File: config.mk
export PLATFORM = sky130hd
export DESIGN_NAME = cond_logic
export DESIGN_NICKNAME = d
export VERILOG_FILES = /design/src/rtl/cond_pkg.sv /design/src/rtl/cond_check.sv /design/src/rtl/cond_logic.sv
export SDC_FILE = /design/constraint.sdc
export NUM_CORES = 1
export LEC_CHECK = 0
export CORE_ASPECT_RATIO = 0.7
export CORE_MARGIN = 4
export CORE_UTILIZATION = 50
export CTS_CLUSTER_DIAMETER = 50
export DETAILED_ROUTE_END_ITERATION = 12
export GPL_TIMING_DRIVEN = 0
export PLACE_DENSITY = 0.8
export SYNTH_ARGS = -nofsm -noshare
export SYNTH_HDL_FRONTEND = slang
export SYNTH_SLANG_ARGS = --single-unit
File: constraint.sdc
create_clock -name clk -period 3.4 [get_ports clk]
set_clock_uncertainty 0.15 [all_clocks]
set_input_delay 0.68 -clock clk [delete_from_list [all_inputs] [get_ports clk]]
set_output_delay 0.68 -clock clk [all_outputs]
set_load 0.005 [all_outputs]
File: src/rtl/cond_pkg.sv
// Shared definitions for the conditional-execution block: condition codes,
// flag bit positions inside {N,Z,C,V}, and FlagW bit positions.
package cond_pkg;

  typedef enum logic [3:0] {
    EQ = 4'b0000,
    NE = 4'b0001,
    CS = 4'b0010,
    CC = 4'b0011,
    MI = 4'b0100,
    PL = 4'b0101,
    VS = 4'b0110,
    VC = 4'b0111,
    HI = 4'b1000,
    LS = 4'b1001,
    GE = 4'b1010,
    LT = 4'b1011,
    GT = 4'b1100,
    LE = 4'b1101,
    AL = 4'b1110,
    NV = 4'b1111
  } cond_t;

  localparam int FLAG_N = 3;
  localparam int FLAG_Z = 2;
  localparam int FLAG_C = 1;
  localparam int FLAG_V = 0;

  localparam int FW_NZ = 1;
  localparam int FW_CV = 0;

endpackage

File: src/rtl/cond_check.sv
// Purely combinational evaluation of a 4-bit condition field against the
// stored NZCV flags. The NV encoding is treated as "never".
module cond_check
  import cond_pkg::*;
(
  input  logic [3:0] Cond,
  input  logic [3:0] Flags,
  output logic       CondEx
);

  logic n;
  logic z;
  logic c;
  logic v;

  assign n = Flags[FLAG_N];
  assign z = Flags[FLAG_Z];
  assign c = Flags[FLAG_C];
  assign v = Flags[FLAG_V];

  // Condition table lookup
  always_comb begin
    CondEx = 1'b0;
    case (cond_t'(Cond))
      EQ: CondEx = z;
      NE: CondEx = ~z;
      CS: CondEx = c;
      CC: CondEx = ~c;
      MI: CondEx = n;
      PL: CondEx = ~n;
      VS: CondEx = v;
      VC: CondEx = ~v;
      HI: CondEx = c & ~z;
      LS: CondEx = ~c | z;
      GE: CondEx = (n == v);
      LT: CondEx = (n != v);
      GT: CondEx = ~z & (n == v);
      LE: CondEx = z | (n != v);
      AL: CondEx = 1'b1;
      NV: CondEx = 1'b0;
    endcase
  end

endmodule

File: src/rtl/cond_logic.sv
// Conditional-execution stage between the decoder and the datapath write
// enables. Holds the NZCV register, gates PC/register/memory writes with the
// condition result, and keeps saturating debug counters.
module cond_logic
  import cond_pkg::*;
#(
  parameter int CNT_W = 16
) (
  input  logic             clk,
  input  logic             rst_n,
  input  logic             en,
  input  logic [3:0]       Cond,
  input  logic [3:0]       ALUFlags,
  input  logic [1:0]       FlagW,
  input  logic             Pcs,
  input  logic             RegW,
  input  logic             MemW,
  input  logic             NoWrite,
  input  logic             cnt_clr,
  output logic             PCSrc,
  output logic             RegWrite,
  output logic             MemWrite,
  output logic             CondEx,
  output logic [3:0]       Flags,
  output logic [CNT_W-1:0] exec_cnt,
  output logic [CNT_W-1:0] squash_cnt,
  output logic [CNT_W-1:0] br_cnt
);

  localparam int NUM_CNT = 3;
  localparam int CNT_EXEC = 0;
  localparam int CNT_SQUASH = 1;
  localparam int CNT_BR = 2;

  logic [3:0]         flags_reg;
  logic               cond_ex;
  logic               ok;
  logic [NUM_CNT-1:0] cnt_inc;

  cond_check u_cond_check (
    .Cond   (Cond),
    .Flags  (flags_reg),
    .CondEx (cond_ex)
  );

  // Gating is zero-latency: it uses the flags stored before this instruction
  assign ok       = en & cond_ex;
  assign CondEx   = cond_ex;
  assign PCSrc    = Pcs & ok;
  assign RegWrite = RegW & ok & ~NoWrite;
  assign MemWrite = MemW & ok;
  assign Flags    = flags_reg;

  // Flag register: each FlagW bit independently loads its pair when executed
  always_ff @(posedge clk or negedge rst_n) begin
    if (!rst_n) begin
      flags_reg <= 4'b0000;
    end else if (ok) begin
      if (FlagW[FW_NZ]) begin
        flags_reg[FLAG_N] <= ALUFlags[FLAG_N];
        flags_reg[FLAG_Z] <= ALUFlags[FLAG_Z];
      end
      if (FlagW[FW_CV]) begin
        flags_reg[FLAG_C] <= ALUFlags[FLAG_C];
        flags_reg[FLAG_V] <= ALUFlags[FLAG_V];
      end
    end
  end

  // Increment requests; all are qualified by en so bubbles are never counted
  assign cnt_inc[CNT_EXEC]   = ok;
  assign cnt_inc[CNT_SQUASH] = en & ~cond_ex;
  assign cnt_inc[CNT_BR]     = ok & Pcs;

  generate
    for (genvar gi = 0; gi < NUM_CNT; gi++) begin : g_cnt
      logic [CNT_W-1:0] cnt_reg;

      // Saturating counter; clear wins over increment on the same edge
      always_ff @(posedge clk or negedge rst_n) begin
        if (!rst_n) begin
          cnt_reg <= '0;
        end else if (cnt_clr) begin
          cnt_reg <= '0;
        end else if (cnt_inc[gi] && (cnt_reg != {CNT_W{1'b1}})) begin
          cnt_reg <= cnt_reg + CNT_W'(1);
        end
      end
    end
  endgenerate

  assign exec_cnt   = g_cnt[CNT_EXEC].cnt_reg;
  assign squash_cnt = g_cnt[CNT_SQUASH].cnt_reg;
  assign br_cnt     = g_cnt[CNT_BR].cnt_reg;

endmodule

Word-level counts from Yosys, hierarchy flattened
Cells that the tools add are included.
{ "word_totals": {"reg_bits": 52, "input_bits": 18, "output_inout_bits": 56, "wordCells": 60} }
{ "op_classes": {"n_addsub": 3, "eq_ne": 20, "muxes": 7, "bitwise_logic": 16, "reduce_logical": 9} }
{ "ops": {"columns": ["cell", "n"], "rows": [
  ["$mux 16", 6],
  ["$add 16x1->16 const B", 3],
  ["$ne 16x16->1 const B", 3],
  ["$eq 4x4->1 const B", 8],
  ["$eq 4x3->1 const B", 4],
  ["$pmux 1 s16", 1],
  ["$and 1x1->1", 8],
  ["$eq 4x2->1 const B", 2],
  ["$not 1->1", 6],
  ["$reduce_bool 2->1", 3],
  ["$eq 4x1->1 const B", 1],
  ["$logic_not 4->1", 1],
  ["$reduce_and 2->1", 2],
  ["$logic_and 1x1->1", 3],
  ["$or 1x1->1", 2],
  ["$eq 1x1->1", 1],
  ["$ne 1x1->1", 1]
]} }

Logic depth before layout (Yosys ltp)
Gate-level depths: netlist of run 1.
{ "logic_depth": {"word_depth": 8, "mapped_depth": 9, "ltp_nobuf": 6} }

Hierarchy
Synthesis of run 1 repeated with hierarchy kept, for this count alone.
{ "hier_totals": {"hier_cells": 332, "hier_area_um2": 3035.4} }
{ "modules_own_cells": {"columns": ["mod", "instances", "cells_each", "area_each_um2", "seq_area_each_um2"], "rows": [
  ["cond_logic", 1, 309, 2880.3, 1301.2],
  ["cond_check", 1, 23, 155.1, 0.0]
]} }

Worst setup path after synthesis of run 1
No wires, ideal clock.
{ "synth_timing": {"path_type": "input to output", "start": "in Cond[1]", "end": "out RegWrite", "arrival_ps": 2271, "t_required_ps": 2570, "path_slack_ps": 299, "cell_stages": 8, "path_buffers": 3, "path_cell_list": "buf_4 nor4_2 a21oi_1 and4_1 a211o_1 buf_2 clkbuf_1 nor3b_1"} }
{ "synth_via": {"elab_chain_cells": 5, "word_cells_on_any_way": 20, "classes_between": "eq/ne (15); mux (1); bitwise (3); reduce/logical (1)"} }
{ "synth_rtl": {"columns": ["element", "line", "source"], "rows": [
  ["from (decl)", "cond_logic.sv:12", "input logic [3:0] Cond,"],
  ["$eq 4x4->1, or another cell as far along", "cond_check.sv:24", "case (cond_t'(Cond))"],
  ["$pmux 1 s16 (*)", "cond_check.sv:24", null],
  ["$and 1x1->1 (*)", "cond_logic.sv:47", "assign ok = en & cond_ex;"],
  ["$and 1x1->1 (*) (2 in series)", "cond_logic.sv:50", "assign RegWrite = RegW & ok & ~NoWrite;"],
  ["to (decl)", "cond_logic.sv:21", "output logic RegWrite,"]
]} }
Every way passes the cells marked *; elsewhere a longest branch is shown, timed or not.

Worst setup path in the final report of run 1
{ "layout_timing": {"start": "in Cond[1]", "end": "out MemWrite"} }
{ "layout_via": {"elab_chain_cells": 4, "word_cells_on_any_way": 19, "classes_between": "eq/ne (15); mux (1); bitwise (2); reduce/logical (1)"} }
{ "layout_rtl": {"columns": ["element", "line", "source"], "rows": [
  ["$eq 4x4->1, or another cell as far along", "cond_check.sv:24", null],
  ["$pmux 1 s16 (*)", "cond_check.sv:24", null],
  ["$and 1x1->1 (*)", "cond_logic.sv:47", null],
  ["$and 1x1->1 (*)", "cond_logic.sv:51", "assign MemWrite = MemW & ok;"],
  ["to (decl)", "cond_logic.sv:22", "output logic MemWrite,"]
]} }
Marked as above.

==> metrics.csv, run 1 <==
stage,metric,value,unit
logic_synthesis,ys.warnings.count,0,
floorplan,die_h,74.12,microns
clock_network,clkTransAtPathRegs,0.10,ns
final_layout,drive_gt1_share,10.32,%
pwr,switchingPower,0.4541,mW
logic_synthesis,synth-main-ff-cell,dfrtp_1,
worst_setup_path,slowest_stage,clkdlybuf4s50_1,
logic_synthesis,synth_top_area_share,41.67,%
logic_synthesis,ys_top_cells_by_area,"dfrtp_1, a21oi_1, mux2_2",
route,first_pass_iters,5,
worst_setup_path,cp_top_family,buffers and inverters,
worst_setup_path,r2r-start,Flags[1],
worst_setup_path,worst-r2r-setup-slack,0.70,ns
logic_synthesis,syn-cell-area,3123,sq um
grt,antenna_found_initial,0,
timing,relSlewSlack,42.38,%
placed_design,dp.final_hpwl,6548,microns
timing,worst_slew_pin_slew,0.8569,ns
logic_synthesis,syn_inst,350,
route,ant_nets,0,
final_layout,area_delta_synth_final,33.01,%
grt,grt_pass1_vias,2938,
worst_setup_path,path_class,in -> out,
timing,fmax,301.9,MHz
grt,grt.overflow.total,0,
logic_synthesis,synth_top_area_cell,dfrtp_1,
worst_setup_path,path_max_fanout,8,
pwr,swShare,29.99,%
clock_network,cts_tree,done,
logic_synthesis,syn-num-nets,371,
clock_network,clk_latency,0.32,ns
placed_design,portBuffers,70,
timing,period_share,97.42,%
floorplan,core_region_area,5899,sq um
clock_network,postCtsHoldBufs,0,
final_layout,n_antenna_cell,0,
logic_synthesis,async_flop_share,100.0,%
grt,grt_pass1_wl,14480,microns
worst_setup_path,cpPeakStageDelay,0.49,ns
floorplan,die_x,102.5,microns
timing,slew_violations,0,
clock_network,root_buffer,clkbuf_8,
grt,grtUsageTotal,24.22,%
final_layout,layout_commonest_cell,clkdlybuf4s50_1,
pwr,clkPwrFrac,28.8,%
logic_synthesis,yosysUniqueCellTypes,50,
worst_setup_path,rr_endpoint,squash_cnt[11],
clock_network,htreeDepth,2,
route,wl_per_cell,18.12,microns
timing,setup-violations-final,0,
pwr,power.internal,1.060,mW
worst_setup_path,cp-end-kind,output pin,
final_layout,nNetsFinal,456,
outcome,outcome,"finished, final reports clean",
timing,layout_min_cycle_time,3.312,ns
pwr,power_per_cell_area,364.5,nW/um^2
logic_synthesis,yosysSeqAreaShare,41.67,%
job,drv_cap,0,
placed_design,globalplace.congestion,0.9031,
floorplan,row_count,23,
route,wl,9258,microns
logic_synthesis,synth_edf_count,0,
worst_setup_path,arrival,2.48,ns
clock_network,numCtsBuffers,5,
worst_setup_path,crit_buf_inv,3,
final_layout,layout_common_cells,"clkdlybuf4s50_1, dfrtp_1, a21oi_1",
final_layout,final_util,70.41,%
route,drc_errors,0,
logic_synthesis,syn_avg_cell_area,8.923,sq um
final_layout,finalInstanceArea,4154,sq um
worst_setup_path,reg2reg_depth,7,
worst_setup_path,worstPathCellList,buf_4 > mux2i_1 > nand3_1 > a31o_2 > a211oi_4 > buf_8 > and2_1 > clkdlybuf4s50_1,
worst_setup_path,cp_data_required_time,2.57,ns
route,drt_iter0_drc,268,
logic_synthesis,ys_ff_latch,52,
floorplan,die-area,7594,sq um
placed_design,placed_area,3933,sq um
clock_network,clkSinkCount,52,
clock_network,clockBufferDepth,2,
pwr,ir_worst_vdd,296.5,uV
timing,final_hold_viol_count,0,
pwr,comb_power_share,25.7,%
floorplan,ioPinCount,74,
pwr,p_seq_share,45.6,%
worst_setup_path,start_kind,input pin,
pwr,leakage,1.537,nW
route,avgViaCountPerCell,6.378,
worst_hold_path,min_path_type,in -> async,
floorplan,initial_core_util,52.94,%
grt,grt_max_degree,40,
route,vias,3259,
[area by class of cell]
cell class              count  area (sq um)
fillers                   467          1745
multi-input cells         269          1707
flip-flops and latches     52          1301
repair buffers             79         792.0
plain buffers              18         115.1
well taps                  75         93.84
clock buffers               6         72.57
inverters                  10         37.54
clock inverters             2         35.03
[worst max path at each step]
stage | end | start | cells after the start
final | MemWrite | Cond[1] | 8
after floorplan | RegWrite | Cond[1] | 8
after global routing | PCSrc | Cond[1] | 8
after detailed placement | MemWrite | Cond[3] | 8
after global placement | MemWrite | Cond[3] | 8
after CTS | MemWrite | Cond[1] | 8
[power by group through the flow]
stage               clock [mW]  combinational, mW  sequential [mW]
global route             0.465              0.416            0.697
global placement             0              0.323            0.700
detailed placement           0              0.331            0.701
floorplan                    0              0.172            0.694
CTS                      0.435              0.356            0.689
finish                   0.436              0.388            0.690
[cell usage after synthesis, drive strengths merged (2+ instances only)]
library cell and count:
nor4 10, o41ai 2, or3 11, ha 3
nor2 20, or4 15, o211ai 2, nand3 23
o21bai 3, clkbuf 12, dfrtp 52, and4 4
a21oi 35, nor3b 3, inv 9, o21ai 17
buf 7, and3 7, a31o 3, o21a 5
nand3b 3, mux2 12, a31oi 2, o31a 4
nand2 23, nor3 8, o31ai 16, nand4 11
nor2b 9, and2 4
[through the flow]
step	std cells	setup WS (ns)	hold WS [ns]	TNS [ns]	power, mW
floorplan	350	0.2987	0.2344	0	0.8655
global placement	495	-0.5806	0.3885	-5.402	1.023
detailed placement	496	-0.5920	0.4183	-1.720	1.032
CTS	504	0.03919	0.1159	0	1.480
global route	511	-0.01062	0.1200	-0.01539	1.578
finish	511	0.08783	0.09105	0	1.514
[logic make-up after synthesis]
group,count (synthesis),synth area share [%]
multiplexers,13,4.647
flip-flops,52,41.67
XOR/XNOR,2,0.5610
AND/OR/NAND/NOR,152,27.12
adder cells (fa/ha/maj),3,1.202
AO/OA/AOI/OAI,99,20.35
buffers and inverters,29,4.447
[per-layer routing]
metal	GRT usage [%]	share of wire, %	vias to the layer above
li1	-	-	1512
met1	32.80	43	1562
met2	40.34	46	176
met3	5.530	10	9
met4	4.949	1.1	0
met5	0	0	-
[timing repair]
item / CTS / global route
setup buffers: 1 / 6
gates resized for setup: 12 / 1
endpoints found under the setup margin: 3 / 2
gates cloned: 0 / 1
pin swaps: 2 / 1
[state kept, by name (all words and copies together), names as in the netlist]
register / count
exec_cnt: 16
br_cnt: 16
Flags: 4
squash_cnt: 16
Note: power is estimated with default switching activity, not from simulation.
==> run 2, diff against run 1 <==
Settings changed: MAX_ROUTING_LAYER set to met4.
==> run 2 against run 1 <==
Compared with the run above: sequential cell count did not move; clock power about the same; power barely moved; sequential share of layout area did not move; setup slack improved by 0.00056 ns; critical path type unchanged; highest routed layer unchanged; largest cell class unchanged; combinational power barely moved; sequential power hardly changed; register-to-register slack hardly changed; non-clock buffer count unchanged; routed wire length down 0.44%; first-iteration DRC count is 3.7% lower.
==> metrics.csv, run 2 (synthesis gave the netlist of run 1 again) <==
stage,metric,value,unit,change
pwr,ir_worst_vdd,298.2,uV,+0.60%
job,drv_cap,0,,unchanged
pwr,power_per_cell_area,364.3,nW/um^2,about the same
final_layout,area_delta_synth_final,33.01,%,unchanged
final_layout,nNetsFinal,456,,unchanged
worst_setup_path,path_max_fanout,8,,unchanged
final_layout,regArea,1301,sq um,unchanged
clock_network,postCtsHoldBufs,0,,unchanged
clock_network,root_buffer,clkbuf_8,,
clock_network,clkSinkCount,52,,unchanged
final_layout,final_util,70.41,%,unchanged
timing,fmax,302.0,MHz,about the same
timing,layout_min_cycle_time,3.312,ns,-0.0005576 ns
outcome,outcome,"finished, final reports clean",,
pwr,leakage,1.537,nW,unchanged
route,wl,9217,microns,-0.44%
clock_network,clockBufferDepth,2,,unchanged
floorplan,die_x,102.5,microns,unchanged
grt,grtUsageTotal,25.01,%,+0.78 points
floorplan,die-area,7594,sq um,unchanged
route,first_pass_iters,5,,unchanged
pwr,switchingPower,0.4530,mW,-0.25%
timing,worst_slew_pin_slew,0.8891,ns,+0.03216 ns
grt,busiest_layer,met2,,
clock_network,cts_tree,done,,
final_layout,layout_common_cells,"clkdlybuf4s50_1, dfrtp_1, a21oi_1",,
timing,relSlewSlack,40.22,%,-2.2 points
pwr,comb_power_share,25.6,%,about the same
pwr,swShare,29.94,%,-0.051 points
grt,antenna_found_initial,0,,unchanged
placed_design,dp.cells,496,,unchanged
route,ant_nets,0,,unchanged
grt,grt.overflow.total,0,,unchanged
placed_design,globalplace.congestion,0.9185,,+1.7%
route,drt_iter0_drc,258,,-3.7%
floorplan,row_count,23,,unchanged
timing,holdWs,0.09157,ns,+0.0005240 ns
pwr,clkPwrFrac,28.8,%,about the same
worst_hold_path,min_path_type,in -> async,,
timing,fin_setup_tns,0,ns,unchanged
floorplan,ioPinCount,74,,unchanged
placed_design,portBuffers,70,,unchanged
worst_setup_path,arrival,2.48,ns,about the same
floorplan,core_region_area,5899,sq um,unchanged
timing,slew_violations,0,,unchanged
worst_setup_path,cp-end-kind,output pin,,
final_layout,multi_input_area,1707,sq um,unchanged
clock_network,numCtsBuffers,5,,unchanged
pwr,finalPower,1.513,mW,about the same
route,wl_per_cell,18.04,microns,-0.44%
route,avgViaCountPerCell,6.442,,+1.0%
clock_network,clkTransAtPathRegs,0.10,ns,about the same
grt,use_met2,40.49,%,+0.14 points
final_layout,fin_cells,511,,unchanged
clock_network,clk_latency,0.32,ns,about the same
placed_design,dp.final_hpwl,6548,microns,unchanged
grt,grt_pass1_wl,14490,microns,about the same
route,drc_errors,0,,unchanged
worst_setup_path,path_class,in -> out,,
final_layout,layout_commonest_cell,clkdlybuf4s50_1,,
worst_setup_path,start_kind,input pin,,
floorplan,die_h,74.12,microns,unchanged
grt,globalRouteMet3Util,5.061,%,-0.47 points
timing,period_share,97.40,%,about the same
route,vias,3292,,+1.0%
final_layout,n_antenna_cell,0,,unchanged
grt,grt_use_met1,32.98,%,+0.18 points
pwr,power.internal,1.060,mW,about the same
final_layout,drive_gt1_share,10.32,%,unchanged
worst_setup_path,cp_data_required_time,2.57,ns,about the same
grt,grt_pass1_vias,2938,,unchanged
clock_network,htreeDepth,2,,unchanged
floorplan,initial_core_util,52.94,%,unchanged
final_layout,nFillCells,467,,unchanged
pwr,p_seq_share,45.6,%,about the same
timing,setup-violations-final,0,,unchanged
grt,grt_max_degree,40,,unchanged
timing,final_hold_viol_count,0,,unchanged
[run 2: path summary, 6_finish.rpt]
kind                                     from        endpoint  slack, ns  cells after the start
worst max register to register       Flags[1]  squash_cnt[11]       0.69                      7
max in group asynchronous               rst_n        Flags[2]       2.48                      2
worst max-delay path                  Cond[1]        MemWrite       0.09                      8
min in group clk                squash_cnt[6]   squash_cnt[6]       0.43                      2
worst min-delay path                    rst_n       br_cnt[1]       0.09                      1
worst min register to register  squash_cnt[6]   squash_cnt[6]       0.43                      2
[run 2: stage by stage]
stage | worst slack [ns] | area, sq um
6_report | 0.08839 | 4154
5_1_grt | -0.01066 | 4154
4_1_cts | 0.03919 | 4083
3_5_place_dp | -0.5920 | 3933
3_3_place_gp | -0.5806 | 3918
2_1_floorplan | 0.2987 | 3123
[run 2: critical path, stage by stage]
cell,delay (ns)
buf_4,0.13
mux2i_1,0.20
nand3_1,0.10
a31o_2,0.29
a211oi_4,0.30
buf_8,0.16
and2_1,0.12
clkdlybuf4s50_1,0.49
[run 2: area by class of cell]
class / count / area share [%]
Multi-Input combinational cell: 269 / 41.08
Sequential cell: 52 / 31.33
Clock inverter: 2 / 0.8434
Clock buffer: 6 / 1.747
Timing Repair Buffer: 79 / 19.07
Tap cell: 75 / 2.259
Buffer: 18 / 2.771
Inverter: 10 / 0.9036
[run 2: metal layers]
layer  part of all wire [%]  vias up
met5                      0        -
met4                    1.4        0
met3                     10       16
met2                     45      191
met1                     43     1575
li1                       -     1510
[run 2: power groups by stage]
stage | registers, mW | clock network, mW | logic (mW)
6_report | 0.690 | 0.436 | 0.387
5_1_grt | 0.697 | 0.465 | 0.416
4_1_cts | 0.689 | 0.435 | 0.356
3_5_place_dp | 0.701 | 0 | 0.331
3_3_place_gp | 0.700 | 0 | 0.323
2_1_floorplan | 0.694 | 0 | 0.172
[run 2: what timing repair did]
item,4_1_cts,5_1_grt
pin swaps,2,1
gates resized for setup,12,1
endpoints found under the hold margin,0,0
setup buffers,1,6
cloned,0,1
endpoints found under the setup margin,3,2
==> run 3, diff against run 2 <==
Settings changed: REMOVE_ABC_BUFFERS set to 1.
==> run 3 against run 2 <==
Compared with the run above: setup slack got worse by 0.041 ns; routed wire length is 6.6% lower; highest routed layer unchanged; combinational power down 3%; global-route usage is 0.98 points lower.
==> metrics.csv, run 3 (synthesis gave the netlist of run 1 again) <==
stage,metric,value,unit,change
pwr,clkPwrFrac,24.3,%,-4.5 points
worst_setup_path,arrival,2.52,ns,+0.04 ns
route,wl_per_cell,17.29,microns,-4.1%
timing,period_share,98.61,%,+1.2 points
timing,holdWs,0.2120,ns,+0.1204 ns
final_layout,drive_gt1_share,10.64,%,+0.32 points
pwr,power.internal,0.9734,mW,-8.2%
worst_setup_path,cp-end-kind,output pin,,
timing,slew_violations,0,,unchanged
placed_design,portBuffers,73,,+4.3%
clock_network,numCtsBuffers,5,,unchanged
timing,setup-violations-final,0,,unchanged
floorplan,die_x,102.5,microns,unchanged
worst_hold_path,min_path_type,in -> async,,
worst_setup_path,path_max_fanout,10,,+2
grt,grt_pass1_wl,14060,microns,-3.0%
pwr,leakage,1.516,nW,-1.4%
pwr,finalPower,1.416,mW,-6.4%
clock_network,clkTransAtPathRegs,0.10,ns,about the same
clock_network,clkSinkCount,52,,unchanged
pwr,swShare,31.28,%,+1.3 points
placed_design,dp.final_hpwl,5644,microns,-14%
clock_network,htreeDepth,2,,unchanged
grt,grtUsageTotal,24.02,%,-0.98 points
worst_setup_path,start_kind,input pin,,
timing,fmax,298.3,MHz,-1.2%
route,wl,8610,microns,-6.6%
worst_setup_path,worst-r2r-setup-slack,0.45,ns,-0.24 ns
pwr,switchingPower,0.4430,mW,-2.2%
clock_network,root_buffer,clkbuf_8,,
floorplan,ioPinCount,74,,unchanged
pwr,power_per_cell_area,348.5,nW/um^2,-4.3%
floorplan,die-area,7594,sq um,unchanged
final_layout,layout_commonest_cell,clkdlybuf4s50_1,,
worst_setup_path,reg2reg_depth,5,,-2
outcome,outcome,"finished, final reports clean",,
grt,grt.overflow.total,0,,unchanged
worst_setup_path,r2r-start,br_cnt[0],,
clock_network,clk_latency,0.31,ns,about the same
clock_network,cts_tree,done,,
floorplan,initial_core_util,52.94,%,unchanged
final_layout,nNetsFinal,444,,-2.6%
pwr,ir_worst_vdd,254.2,uV,-15%
final_layout,layout_common_cells,"clkdlybuf4s50_1, dfrtp_1, a21oi_1",,
timing,final_hold_viol_count,0,,unchanged
clock_network,postCtsHoldBufs,0,,unchanged
grt,antenna_found_initial,0,,unchanged
route,vias,3157,,-4.1%
grt,grt_max_degree,51,,+28%
floorplan,row_count,23,,unchanged
route,first_pass_iters,5,,unchanged
pwr,p_seq_share,49.1,%,+3.5 points
placed_design,placed_area,3869,sq um,-1.6%
route,ant_nets,0,,unchanged
worst_setup_path,rr_endpoint,br_cnt[10],,
placed_design,globalplace.congestion,0.8645,,-5.9%
final_layout,area_delta_synth_final,30.13,%,
timing,grt_setup_unrepaired,false,,
job,drv_cap,0,,unchanged
route,avgViaCountPerCell,6.339,,-1.6%
worst_setup_path,path_class,in -> out,,
clock_network,clockBufferDepth,2,,unchanged
worst_setup_path,cp_data_required_time,2.57,ns,about the same
timing,layout_min_cycle_time,3.353,ns,+0.04125 ns
timing,relSlewSlack,11.96,%,-28 points
floorplan,core_region_area,5899,sq um,unchanged
final_layout,finalInstanceArea,4064,sq um,-2.2%
route,drt_iter0_drc,211,,-18%
pwr,comb_power_share,26.6,%,+1.0 points
timing,worst_slew_pin_slew,1.309,ns,+0.4203 ns
grt,grt_pass1_vias,2926,,-0.41%
floorplan,die_h,74.12,microns,unchanged
final_layout,n_antenna_cell,0,,unchanged
route,drc_errors,0,,unchanged
-- run 3: cell count changes in the layout (fill, tap and decap cells not counted), sizes merged --
cell	previous run	this run
a211o	1	3
buf	17	14
bufinv	1	0
clkbuf	17	7
clkdlybuf4s50	68	66
dlymetal6s2s	0	1
-- run 3: worst max path at each step --
stage                 start       end
global route        Cond[2]  MemWrite
finish              Cond[2]  MemWrite
global placement    Cond[2]  MemWrite
detailed placement  Cond[2]  RegWrite
CTS                 Cond[3]     PCSrc
floorplan           Cond[0]  MemWrite
-- run 3: per-layer routing --
| layer | vias up | routed length (microns) | global-route usage [%] |
|---|---|---|---|
| met5 | - | 0 | - |
| met4 | 0 | 89 | 4.803 |
| met3 | 12 | 744 | 5.717 |
| met2 | 144 | 3774 | 35.98 |
| met1 | 1508 | 4002 | 33.53 |
| li1 | 1493 | - | - |
-- run 3: cell type report --
type	instances	area (sq um)
clock buffer	6	72.57
sequential	52	1301
fill	507	1836
inverter	10	37.54
clock inverter	1	5.005
multi-input combinational	271	1754
timing repair buffer	83	799.5
tap	75	93.84
-- run 3: power groups by stage --
stage / sequential, mW / combinational, mW / clock, mW
4_1_cts: 0.692 / 0.356 / 0.354
6_report: 0.696 / 0.377 / 0.344
3_3_place_gp: 0.700 / 0.290 / 0
3_5_place_dp: 0.702 / 0.307 / 0
5_1_grt: 0.703 / 0.408 / 0.381
2_1_floorplan: 0.694 / 0.142 / 0
-- run 3: critical path, cell delays in order --
cell,delay [ns]
clkbuf_4,0.18
mux2_1,0.21
o211ai_1,0.09
a31o_4,0.28
a211oi_4,0.40
and2_1,0.18
clkdlybuf4s50_1,0.50
-- run 3: repair_timing --
| action | 4_1_cts | 5_1_grt |
|---|---|---|
| resized for setup | 22 | 8 |
| pin swaps | 4 | 3 |
| setup endpoints to repair | 32 | 2 |
| buffers inserted | 4 | 4 |
| gates cloned | 2 | 0 |
-- run 3: stage by stage --
step / TNS [ns] / instances / setup slack, ns / util [%]
3_5_place_dp: -19.38 / 481 / -1.287 / 65.58
6_report: 0 / 498 / 0.04714 / 68.89
3_3_place_gp: -35.31 / 479 / -1.488 / 65.20
2_1_floorplan: 0 / 331 / 0.3082 / -
4_1_cts: 0 / 494 / 0.02701 / 68.19
5_1_grt: 0 / 498 / 0.003206 / 68.89
